**config.mk**
```make
export PLATFORM = sky130hd
export DESIGN_NAME = loop_seq_ctrl
export DESIGN_NICKNAME = d
export VERILOG_FILES = /design/src/rtl/loop_seq_ctrl_pkg.sv /design/src/rtl/loop_seq_ctrl_wrap_cnt.sv /design/src/rtl/loop_seq_ctrl.sv
export SDC_FILE = /design/constraint.sdc
export NUM_CORES = 1
export LEC_CHECK = 0
export CAP_MARGIN = 20
export CORE_MARGIN = 5
export CORE_UTILIZATION = 43
export CTS_BUF_LIST = sky130_fd_sc_hd__clkbuf_8
export DETAILED_ROUTE_END_ITERATION = 10
export PLACE_DENSITY = 0.79
export RECOVER_POWER = 50
export SLEW_MARGIN = 20
export SYNTH_ARGS = -nofsm -noshare
export SYNTH_HDL_FRONTEND = slang
export SYNTH_HIERARCHICAL = 1
export SYNTH_SLANG_ARGS = --single-unit
```
**constraint.sdc**
```tcl
create_clock -name clk -period 4.36 [get_ports clk]
set_input_delay 0.872 -clock clk [delete_from_list [all_inputs] [get_ports clk]]
set_output_delay 0.872 -clock clk [all_outputs]
set_load 0.005 [all_outputs]
```
**src/rtl/loop_seq_ctrl_pkg.sv**
```systemverilog
// Shared definitions for the loop-nest sequencer.
//   - Default widths of the five loop indices (row, block, frame, patch, layer).
//   - FSM state type used by the sequencer top level.
package loop_seq_ctrl_pkg;

  localparam int unsigned ROW_W_DEF = 5;
  localparam int unsigned BLK_W_DEF = 6;
  localparam int unsigned FRM_W_DEF = 4;
  localparam int unsigned PAT_W_DEF = 4;
  localparam int unsigned LAY_W_DEF = 4;

  typedef enum logic [1:0] {
    ST_IDLE = 2'd0,
    ST_LOAD = 2'd1,
    ST_RUN  = 2'd2,
    ST_DONE = 2'd3
  } seq_state_e;

endpackage

```
**src/rtl/loop_seq_ctrl_wrap_cnt.sv**
```systemverilog
// Wrapping counter, one per loop level of the nest.
//   clk    : clock
//   i_clr  : synchronous clear to 0 (highest priority)
//   i_inc  : advance by one; wraps to 0 when the count equals i_term
//   i_term : terminal (last) value of the count
//   o_cnt  : current count
//   o_last : count equals i_term
//   o_wrap : this increment wraps the counter (carry into the next level)
module wrap_cnt #(
  parameter int unsigned W = 4
) (
  input  logic         clk,
  input  logic         i_clr,
  input  logic         i_inc,
  input  logic [W-1:0] i_term,
  output logic [W-1:0] o_cnt,
  output logic         o_last,
  output logic         o_wrap
);

  logic [W-1:0] r_cnt;
  logic         w_last;

  // Equality against the terminal only, so a full-width terminal never overflows.
  assign w_last = (r_cnt == i_term);

  always_ff @(posedge clk) begin
    if (i_clr) begin
      r_cnt <= '0;
    end else if (i_inc) begin
      r_cnt <= w_last ? '0 : r_cnt + W'(1);
    end
  end

  assign o_cnt  = r_cnt;
  assign o_last = w_last;
  assign o_wrap = i_inc & w_last;

endmodule

```
**src/rtl/loop_seq_ctrl.sv**
```systemverilog
// Loop-nest sequencer: latches the CFG_* values on start and walks the nest
// layer > patch > frame > block > row, issuing one valid/ready step per row.
//   clk, rst_n     : clock; synchronous active-high reset (asserted = 1)
//   start          : one-cycle pulse, accepted only in IDLE
//   CFG_*          : nest configuration, sampled in LOAD
//   seq_vld/seq_rdy: step handshake towards the row scheduler
//   idx_*          : current loop indices
//   last_*         : index is at its terminal value (only while running)
//   dep_blk        : latched CFG_DepBlk
//   busy/done      : status; done pulses once at nest completion
//   cfg_err        : sticky zero-count error, cleared by next start or reset
module loop_seq_ctrl
  import loop_seq_ctrl_pkg::*;
#(
  parameter int unsigned ROW_W = ROW_W_DEF,
  parameter int unsigned BLK_W = BLK_W_DEF,
  parameter int unsigned FRM_W = FRM_W_DEF,
  parameter int unsigned PAT_W = PAT_W_DEF,
  parameter int unsigned LAY_W = LAY_W_DEF
) (
  input  logic             clk,
  input  logic             rst_n,
  input  logic             start,
  input  logic [ROW_W-1:0] CFG_LenRow,
  input  logic [BLK_W-1:0] CFG_DepBlk,
  input  logic [BLK_W-1:0] CFG_NumBlk,
  input  logic [FRM_W-1:0] CFG_NumFrm,
  input  logic [PAT_W-1:0] CFG_NumPat,
  input  logic [LAY_W-1:0] CFG_NumLay,
  output logic             seq_vld,
  input  logic             seq_rdy,
  output logic [ROW_W-1:0] idx_row,
  output logic [BLK_W-1:0] idx_blk,
  output logic [FRM_W-1:0] idx_frm,
  output logic [PAT_W-1:0] idx_pat,
  output logic [LAY_W-1:0] idx_lay,
  output logic             last_row,
  output logic             last_blk,
  output logic             last_frm,
  output logic             last_pat,
  output logic             last_lay,
  output logic [BLK_W-1:0] dep_blk,
  output logic             busy,
  output logic             done,
  output logic             cfg_err
);

  seq_state_e r_state;
  logic       r_seq_vld;
  logic       r_busy;
  logic       r_done;
  logic       r_cfg_err;

  logic [ROW_W-1:0] r_len_row;
  logic [BLK_W-1:0] r_dep_blk;
  logic [BLK_W-1:0] r_num_blk;
  logic [FRM_W-1:0] r_num_frm;
  logic [PAT_W-1:0] r_num_pat;
  logic [LAY_W-1:0] r_num_lay;

  logic w_clr;
  logic w_hs;
  logic w_run;
  logic w_cfg_zero;
  logic w_wrap_row, w_wrap_blk, w_wrap_frm, w_wrap_pat, w_wrap_lay;
  logic w_last_row, w_last_blk, w_last_frm, w_last_pat, w_last_lay;

  // seq_vld is only ever high in RUN, so the handshake needs no state term.
  assign w_hs       = r_seq_vld & seq_rdy;
  assign w_run      = (r_state == ST_RUN);
  assign w_clr      = rst_n | (r_state == ST_LOAD);
  assign w_cfg_zero = (CFG_NumBlk == '0) | (CFG_NumFrm == '0) |
                      (CFG_NumPat == '0) | (CFG_NumLay == '0);

  always_ff @(posedge clk) begin
    if (rst_n) begin
      r_state   <= ST_IDLE;
      r_seq_vld <= 1'b0;
      r_busy    <= 1'b0;
      r_done    <= 1'b0;
      r_cfg_err <= 1'b0;
      r_len_row <= '0;
      r_dep_blk <= '0;
      r_num_blk <= '0;
      r_num_frm <= '0;
      r_num_pat <= '0;
      r_num_lay <= '0;
    end else begin
      r_done <= 1'b0;
      unique case (r_state)
        ST_IDLE: begin
          if (start) begin
            r_state   <= ST_LOAD;
            r_busy    <= 1'b1;
            r_cfg_err <= 1'b0;
          end
        end
        ST_LOAD: begin
          r_len_row <= CFG_LenRow;
          r_dep_blk <= CFG_DepBlk;
          r_num_blk <= CFG_NumBlk;
          r_num_frm <= CFG_NumFrm;
          r_num_pat <= CFG_NumPat;
          r_num_lay <= CFG_NumLay;
          if (w_cfg_zero) begin
            r_state   <= ST_DONE;
            r_cfg_err <= 1'b1;
            r_done    <= 1'b1;
          end else begin
            r_state   <= ST_RUN;
            r_seq_vld <= 1'b1;
          end
        end
        ST_RUN: begin
          // Outermost wrap on a handshake is the final step of the nest.
          if (w_wrap_lay) begin
            r_state   <= ST_DONE;
            r_seq_vld <= 1'b0;
            r_done    <= 1'b1;
          end
        end
        ST_DONE: begin
          r_state <= ST_IDLE;
          r_busy  <= 1'b0;
        end
      endcase
    end
  end

  wrap_cnt #(.W(ROW_W)) u_cnt_row (
    .clk(clk), .i_clr(w_clr), .i_inc(w_hs), .i_term(r_len_row),
    .o_cnt(idx_row), .o_last(w_last_row), .o_wrap(w_wrap_row)
  );

  wrap_cnt #(.W(BLK_W)) u_cnt_blk (
    .clk(clk), .i_clr(w_clr), .i_inc(w_wrap_row), .i_term(r_num_blk - BLK_W'(1)),
    .o_cnt(idx_blk), .o_last(w_last_blk), .o_wrap(w_wrap_blk)
  );

  wrap_cnt #(.W(FRM_W)) u_cnt_frm (
    .clk(clk), .i_clr(w_clr), .i_inc(w_wrap_blk), .i_term(r_num_frm - FRM_W'(1)),
    .o_cnt(idx_frm), .o_last(w_last_frm), .o_wrap(w_wrap_frm)
  );

  wrap_cnt #(.W(PAT_W)) u_cnt_pat (
    .clk(clk), .i_clr(w_clr), .i_inc(w_wrap_frm), .i_term(r_num_pat - PAT_W'(1)),
    .o_cnt(idx_pat), .o_last(w_last_pat), .o_wrap(w_wrap_pat)
  );

  wrap_cnt #(.W(LAY_W)) u_cnt_lay (
    .clk(clk), .i_clr(w_clr), .i_inc(w_wrap_pat), .i_term(r_num_lay - LAY_W'(1)),
    .o_cnt(idx_lay), .o_last(w_last_lay), .o_wrap(w_wrap_lay)
  );

  // Outside RUN the latched terminals are meaningless (0 - 1 after reset),
  // so the last flags are held low there.
  assign last_row = w_last_row & w_run;
  assign last_blk = w_last_blk & w_run;
  assign last_frm = w_last_frm & w_run;
  assign last_pat = w_last_pat & w_run;
  assign last_lay = w_last_lay & w_run;

  assign seq_vld = r_seq_vld;
  assign dep_blk = r_dep_blk;
  assign busy    = r_busy;
  assign done    = r_done;
  assign cfg_err = r_cfg_err;

endmodule

```
==> flow_metrics.py <==
metrics = {
    "clock_network": {
        "clock_latency_ns": 0.33,
        "clk_pin_slew_ns": 0.06,
        "cts_tree": "built",
        "htree_num_levels": 3,
        "cts_post_setup_buffers_inserted": 0,
        "cts-buffers-inserted": 9,
        "clk_path_buf_depth": 2,
        "cts_root_buf": "clkbuf_8",
        "clkSinkCount": 58,
        "ctsResizeCount": 0,
        "holdBufCountCts": 0,
    },
    "timing": {
        "tns_ns": 0,
        "period_share": 0.867,
        "slew_headroom": -0.150,
        "tightest_slew_ns": 1.72,
        "fin_crit_ns": 3.78,
        "finalSetupViolCount": 0,
        "rsz0062_at_grt": "false",
        "hold_ws_ns": 0.458,
        "report.final.slew_viol_count": 68,
        "fin_skew_ns": 0.00338,
        "max_freq_ghz": 0.264,
        "hold_violations": 0,
    },
    "critical_path": {
        "cp_cell_sequence": "clkdlybuf4s50_1 > and2_1 > and3_2 > and3_1 > and2_1 > and2_1 > and2_1 > and2_1 > inv_1 > a21boi_0 > o21ai_0 > a221oi_1",
        "critPathKind": "in -> reg",
        "cp-end-kind": "flip-flop",
        "cp_slowest_cell": "clkdlybuf4s50_1",
        "crit_top_cell": "and2_1",
        "required_ns": 4.58,
        "critPathLaunchType": "input pin",
        "critPathMaxFanout": 14,
        "worstPathArrival_ns": 4.00,
        "max_stage_delay_ns": 0.45,
        "rrSetupSlack_ns": 0.73,
    },
    "logic_synthesis": {
        "avgSynthCellArea_um2": 9.79,
        "synth_area_leaders": "dfxtp_1 35%, mux2i_1 9.4%, xor2_1 6.3%, xor2_2 5.9%, ha_1 4.9%",
        "synth_commonest_cells": "58 x dfxtp_1, 38 x nor2_1, 31 x mux2i_1, 24 x xor2_1, 19 x inv_1",
        "synth_edf_count": 0,
        "syn-num-nets": 384,
        "ys_seq_elements": 58,
        "synth-main-ff-cell": "dfxtp_1",
        "yosysTopAreaCell": "dfxtp_1",
        "synth_seq_area_share": 0.351,
        "synthArstFlopShare": 0,
        "synth_top_area_frac": 0.351,
        "synthDistinctLibCells": 47,
        "synth_warnings": 6,
        "netlist_area_um2": 3310,
        "synth.most_common_cell": "dfxtp_1",
        "synth_cells": 338,
    },
    "pwr": {
        "ir_worst_vdd_mv": 0.300,
        "p_total_mw": 2.00,
        "pwr-share-seq": 0.341,
        "comb_power_share": 0.409,
        "p_int_mw": 1.26,
        "pwr-share-clk": 0.250,
        "switching_share": 0.371,
        "power.density_nw_per_um2": 462,
        "p_switching_uw": 741,
        "p_leak_nw": 1.68,
    },
    "cells_and_area": {
        "fin_cells": 519,
        "num-fill-cells": 700,
        "nNetsFinal": 459,
        "area_delta_synth_final_pct": 30.5,
        "layout-drive-gt1-share": 0.118,
        "diodes": 0,
    },
    "global_route": {
        "grt_max_degree": 36,
        "grt_overflow": 0,
        "antenna_found_initial": 0,
        "grt_pass1_vias": 2725,
        "grt_util_all_layers": 0.162,
        "grt_pass1_wl_um": 12700,
    },
    "drt": {
        "vias": 2715,
        "drtIter0Drc": 70,
        "viasPerCell": 5.23,
        "postRouteAntennaNets": 0,
        "first_pass_iters": 4,
        "drc": 0,
        "drt_wl_total_um": 7720,
        "wl_per_cell_um": 14.9,
    },
    "placement": {
        "dp_cells": 504,
        "dp_hpwl_um": 5690,
        "routabilityCongestion": 0.865,
        "port-buffer-count": 70,
    },
    "floorplanning": {
        "die_area_um2": 9550,
        "fp.dieW_um": 97.7,
        "coreArea_um2": 7610,
        "initial_core_util": 0.435,
        "io_pins": 71,
        "die_h_um": 97.7,
        "fp-row-count": 32,
    },
    "outcome": {
        "run_status": "complete, but fails checks",
        "violations": "capacitance limit, slew limit",
    },
    "min_path": {
        "hp-class": "reg -> reg",
    },
    "job": {
        "drv_cap": 2,
    },
}
## layout by cell type, fill, tap and decap left out, types with 5 or more instances in the layout
master           Yosys  layout
a211oi_1            10      10
nand2_1              8       8
inv_1               19      20
mux2i_1             31      31
xor2_2              12      12
a31oi_1              5       5
clkbuf_8             0      12
nor2_1              38      38
dlygate4sd3_1        0      15
a21oi_1             10      10
o41ai_1              9       9
ha_1                13      12
xor2_1              24      24
clkdlybuf4s50_1      0      55
dfxtp_1             58      58
and2_1              15      15
or2b_1               6       6
## critical path, delay by kind of cell
| kind | cells | cell delay [ns] |
|---|---|---|
| and+or+nand+nor | 7 | 1.85 |
| AOI/OAI and AO/OA | 3 | 0.77 |
| buffers and inverters | 2 | 0.51 |
## through the flow
stage	worst slack (ns)	cell area [µm²]	util
detailed placement	0.321	4120	0.542
CTS	0.572	4330	0.569
global route	0.389	4320	0.568
floorplan	1.01	3310	-
global placement	0.490	4120	0.542
finish	0.578	4320	0.568
## cells by family (layout without fill, tap and decap cells)
| kind of cell | after synthesis | count (layout) | share of synthesized area |
|---|---|---|---|
| compound gates | 54 | 54 | 0.122 |
| xor+xnor | 40 | 40 | 0.133 |
| fa+ha+maj | 13 | 13 | 0.0491 |
| buf+inv | 29 | 108 | 0.0367 |
| flops | 58 | 58 | 0.351 |
| mux | 31 | 31 | 0.0937 |
| simple gates | 113 | 113 | 0.215 |
## layout make-up
class                           count  area [µm²]  area share
Clock buffer                       12         165      0.0382
Clock inverter                      3        38.8     0.00898
Inverter                           19        71.3      0.0165
Multi-Input combinational cell    251        2030       0.470
Sequential cell                    58        1160       0.269
Tap cell                          102         128      0.0295
Timing Repair Buffer               74         727       0.168
## registers in the layout, indices dropped and copies added, names as in the netlist
signal,count
dep_blk,6
r_num_blk,6
u_cnt_blk/o_cnt,6
r_len_row,5
u_cnt_row/o_cnt,5
r_num_frm,4
r_num_lay,4
r_num_pat,4
u_cnt_frm/o_cnt,4
u_cnt_lay/o_cnt,4
u_cnt_pat/o_cnt,4
r_state,2
busy,1
cfg_err,1
done,1
seq_vld,1
## power by group through the flow
stage	Sequential, mW	Combinational (mW)	Clock (mW)
CTS	0.682	0.831	0.517
finish	0.681	0.816	0.500
floorplan	0.676	0.623	0
global route	0.693	0.899	0.544
detailed placement	0.693	0.825	0
global placement	0.687	0.795	0
## path summary, 6_finish.rpt
check	to	startpoint	depth (start not counted)
setup / recovery	r_state[0]	seq_rdy	12
hold / removal	cfg_err	cfg_err	2
setup reg to reg	r_state[0]	r_num_blk[0]	13
hold reg to reg	cfg_err	cfg_err	2
## per-layer routing
metal,wire length (µm),GRT usage,vias to the layer above
met5,0,0,-
met1,3450,0.192,1298
met3,378,0.0557,11
met2,3780,0.270,60
li1,-,-,1346
met4,107,0.0660,0
No activity file was read; power rests on OpenSTA's default activity.
==> RTL change 1, RTL diff (same flow settings) <==
Change the package constant `FRM_W_DEF` from 4 to 6.
--- a/src/rtl/loop_seq_ctrl_pkg.sv
+++ b/src/rtl/loop_seq_ctrl_pkg.sv
@@ -6,5 +6,5 @@
   localparam int unsigned ROW_W_DEF = 5;
   localparam int unsigned BLK_W_DEF = 6;
-  localparam int unsigned FRM_W_DEF = 4;
+  localparam int unsigned FRM_W_DEF = 6;
   localparam int unsigned PAT_W_DEF = 4;
   localparam int unsigned LAY_W_DEF = 4;
Interface: changed (resized CFG_NumFrm and idx_frm); port bits go from 71 to 75. No check against the original RTL was run, so the function may have changed too.
==> RTL change 1 against the unedited design <==
  * The run still ends with capacitance limit, slew limit left
  * Largest power group unchanged
  * Design area grew 5.4%
  * Critical path depth increased by 1
  * Via count increased by 4.4%
  * Worst hold slack lost 0.0050 ns
  * Highest routed layer unchanged
  * Critical path type unchanged
  * Wire length increased by 3.6%
  * Setup slack got worse by 0.13 ns
  * Sequential cell count rose by 4
  * Count of clock-buffer cells in the layout decreased by 1
  * Total power grew 1.1%
  * Cell count grew 5.2%
  * Area after synthesis is 7.0% higher
  * Critical endpoint unchanged
  * Register-to-register slack got worse by 0.09 ns
==> RTL change 1: results (changes against the unedited design) <==
| Metric | Value |
|---|---|
| Status | finished with violations |
| Failing checks | capacitance limit, slew limit |
| Share of the synthesized area in the top cell type | 35.0% (about the same) |
| Final non-filler cell total | 546 (+5.2%) |
| DP Area | 4400 um2 (+6.7%) |
| Routed wl met3 | 392 um (+3.7%) |
| Max-cap viol count | 2 (unchanged) |
| Routing usage on met3 | 3.74% (-1.8 points) |
| Dpl hpwl | 5.95 mm (+4.6%) |
| Buffers outside the clock class | 79 (+6.8%) |
| Placed Cells incl. Taps | 533 (+5.8%) |
| Clock sinks | 62 (+6.9%) |
| Mapped Area | 3540 um2 (+7.0%) |
| Vias per cell | 5.19 (-0.78%) |
| First-pass GRT wire length | 13.2 mm (+4.1%) |
| Maximum VDD drop | 0.235 mV (-22%) |
| Fraction of area in multi-input gates | 47.8% (+0.77 points) |
| Slew Limit Headroom | -24.1% (-9.2 points) |
| Number of global-route vias before repair | 2811 (+3.2%) |
| Commonest cells post-synth | 62 x dfxtp_1, 41 x nor2_1, 34 x mux2i_1 |
| GP Congestion | 0.785 (-9.2%) |
| Share of cells above drive strength 1 | 12.2% (+0.49 points) |
| Number of distinct library cells after synthesis | 51 (+8.5%) |
| Register area | 1240 um2 (+6.9%) |
| P_leak | 0.00178 uW (+5.7%) |
| Internal power | 1250 uW (about the same) |
| Mapped Cells | 360 (+6.5%) |
| Sequential-to-total area share from yosys stat | 35.0% (about the same) |
| Pre-CTS WS | 0.165 ns (-0.156 ns) |
| Detailed Route WL | 8.00 mm (+3.6%) |
| Largest net degree at the start of global routing | 39 (+8.3%) |
| Non-clk buf share | 17.0% (+0.18 points) |
| Met2 global-route usage | 27.3% (+0.30 points) |
| Combinational share of power | 42.7% (+1.8 points) |
| Mapped Nets | 408 (+6.3%) |
| Clk pwr | 432 uW (-14%) |
| Multi-In Gates | 268 (+6.8%) |
| Final Max Tran Viols | 69 (+1.5%) |
| Met1 usage in global routing | 19.7% (+0.54 points) |
[RTL change 1: cell count changes after synthesis, sizes merged, moves of 4 or more]
cell    change
xnor2       +5
nor4        -4
nand2       +4
a211oi      +4
dfxtp       +4
[RTL change 1: path summary, 6_finish.rpt]
path,to,slack (ns),from
max,r_state[0]$_SDFFE_PP0P_,0.45,seq_rdy
min,cfg_err$_SDFFE_PP0P_,0.45,cfg_err$_SDFFE_PP0P_
max reg2reg,r_state[0]$_SDFFE_PP0P_,0.64,r_num_blk[0]$_SDFFE_PP0P_
min reg2reg,cfg_err$_SDFFE_PP0P_,0.45,cfg_err$_SDFFE_PP0P_
[RTL change 1: cell families after synthesis]
family | Yosys count | synth area share (%)
and+or+nand+nor | 119 | 21.1
buffers and inverters | 30 | 3.60
adders and majority gates | 13 | 4.59
xor gates and xnor gates | 47 | 13.3
AOI/OAI and AO/OA | 55 | 12.7
muxes | 34 | 9.61
DFF | 62 | 35.0
==> RTL change 2, RTL diff (same flow settings) <==
Made on the original files. Register the output `cfg_err` once more, cleared by the reset; this adds one clock of latency there. The other outputs are not delayed to match.
--- a/src/rtl/loop_seq_ctrl.sv
+++ b/src/rtl/loop_seq_ctrl.sv
@@ -165,5 +165,11 @@
   assign busy    = r_busy;
   assign done    = r_done;
-  assign cfg_err = r_cfg_err;
+  always_ff @(posedge clk) begin
+    if (rst_n) begin
+      cfg_err <= '0;
+    end else begin
+      cfg_err <= r_cfg_err;
+    end
+  end
 
 endmodule
Function: changed (Yosys sat finds a counterexample within 4 cycles, from zero or initial values and one cycle with rst_n high).
==> RTL change 2 against the unedited design <==
  * Sequential power is 0.9% higher
  * Sequential cell count grew 1
  * Area after synthesis grew 0.72%
  * Wire length is 2.6% lower
  * Largest power group unchanged
  * The run still ends with capacitance limit, slew limit left
  * Total power is 1.7% higher
  * Design area rose by 0.67%
  * Setup slack got worse by 0.14 ns
  * Clock power up 7.6%
  * Register-to-register slack got worse by 0.10 ns
==> RTL change 2: results (changes against the unedited design) <==
| Metric | Value |
|---|---|
| Hold worst-path end | cfg_err$_SDFF_PP0_ |
| Hold depth | 2 (unchanged) |
| R2R cell count | 13 (unchanged) |
| Setup TNS | 0 ns (unchanged) |
| Resized cells post-CTS | 0 (unchanged) |
| Status | finished with violations |
| Vias per cell | 5.20 (-0.57%) |
| Gr usage total | 16.0% (-0.22 points) |
| Mapped Nets | 386 (+0.52%) |
| Reg power frac | 33.8% (-0.3 points) |
| Worst Tran Pin Value | 1.67 ns (-0.0566 ns) |
| CTS Root Cell | clkbuf_8 |
| Commonest cells post-synth | 59 x dfxtp_1, 39 x nor2_1, 31 x mux2i_1 |
| Drt pass-1 iters | 4 (unchanged) |
| Worst hold start | r_cfg_err$_SDFFE_PP0P_ |
| Number of global-route vias before repair | 2676 (-1.8%) |
| Ys async rst share | 0% (unchanged) |
| Largest net degree at the start of global routing | 37 (+2.8%) |
| CP top delay family | simple AND/OR/NAND/NOR gates |
| PwrDens | 467 nW/um2 (+1.0%) |
| Final Max Tran Viols | 69 (+1.5%) |
| Multi-input gate area | 2030 um2 (+0.18%) |
| Mapped Cells | 340 (+0.59%) |
| Worst reg2reg path startpoint | r_num_blk[0]$_SDFFE_PP0P_ |
| Max-cap viol count | 2 (unchanged) |
| Synthesis Warnings | 6 (unchanged) |
| Number of distinct library cells after synthesis | 47 (unchanged) |
| Initial antenna violation count | 0 (unchanged) |
| Largest stage delay on the critical path | 0.45 ns (about the same) |
| Worst R2R Setup Slack | 0.63 ns (-0.10 ns) |
| CTS H-tree depth | 3 (unchanged) |
| Worst path arrival time | 4.13 ns (+0.13 ns) |
| Psw | 751 uW (+1.3%) |
| P_leak | 0.00168 uW (-0.25%) |
| Ant diodes | 0 (unchanged) |
| DRT iter0 DRCs | 67 (-4.3%) |
| Sequential-to-total area share from yosys stat | 35.4% (+0.35 points) |
| Clock buffer count from CTS | 9 (unchanged) |
| Avg WL per Cell | 14.4 um (-3.0%) |
| Final clock skew | 0.00938 ns (+0.00601 ns) |
| First-pass GRT wire length | 12.6 mm (-0.49%) |
| Pre-CTS WS | 0.156 ns (-0.165 ns) |
| FILL cells | 665 (-5.0%) |
| Hold Slack | 0.434 ns (-0.0233 ns) |
| Maximum VDD drop | 0.245 mV (-19%) |
| Hold Path Class | reg -> reg |
| Final non-filler cell total | 521 (+0.39%) |
| DP Area | 4140 um2 (+0.39%) |
| GP Congestion | 0.869 (+0.45%) |
| Layout Nets | 460 (+0.22%) |
| Crit-path max FO | 14 (unchanged) |
| Clk pwr share | 26.5% (+1.5 points) |
| Dpl hpwl | 5.55 mm (-2.5%) |
| Share of cells above drive strength 1 | 11.9% (+0.18 points) |
| Port Buffers | 70 (unchanged) |
| Failing checks | capacitance limit, slew limit |
| Synth top area cells | dfxtp_1 35%, mux2i_1 9.3%, xor2_1 6.3%, xor2_2 5.9%, ha_1 4.9% |
| Clk_lat worst skew | 0.33 ns (about the same) |
| Placed Cells incl. Taps | 505 (+0.20%) |
| Clock-pin slew on the worst setup and hold paths | 0.07 ns |
-- RTL change 2: per-layer routing --
metal	vias to the layer above	part of all wire (%)	global-route usage, %
met2	72	47	26.0
met5	-	0	0
met4	0	1.3	5.32
met3	9	5.4	5.71
met1	1276	46	19.8
li1	1353	-	-
-- RTL change 2: worst max-delay path by stage --
stage                                    to  cells past startpoint    start  slack, ns
finish              r_state[0]$_SDFFE_PP0P_                     12  seq_rdy       0.44
global route        r_state[0]$_SDFFE_PP0P_                     12  seq_rdy       0.23
CTS                 r_state[0]$_SDFFE_PP0P_                     12  seq_rdy       0.51
detailed placement  r_state[0]$_SDFFE_PP0P_                     12  seq_rdy       0.16
global placement    r_state[0]$_SDFFE_PP0P_                     12  seq_rdy       0.34
floorplan           r_state[0]$_SDFFE_PP0P_                     13  seq_rdy       1.01
-- RTL change 2: cell families after synthesis --
family,Yosys count,synth area share (%)
AO/OA/AOI/OAI,54,12.1
XOR/XNOR,40,13.2
adder cells (fa/ha/maj),13,4.88
buffers and inverters,29,3.64
flip-flops,59,35.4
multiplexers,31,9.31
AND/OR/NAND/NOR,114,21.5
-- RTL change 2: layout make-up --
cell class | count | area share, %
Clock buffer | 9 | 2.85
Sequential cell | 59 | 27.1
Tap cell | 102 | 2.93
Inverter | 19 | 1.64
Clock inverter | 7 | 2.13
Multi-Input combinational cell | 252 | 46.8
Timing Repair Buffer | 73 | 16.5
-- RTL change 2: worst reg2reg max path: cells and delay by family, from the launching register on --
kind                   cells  cell delay, ns
AO/OA/AOI/OAI              3            0.74
XOR/XNOR                   2            0.32
buffers and inverters      1            0.07
flip-flops                 1            0.33
AND/OR/NAND/NOR            7            2.16
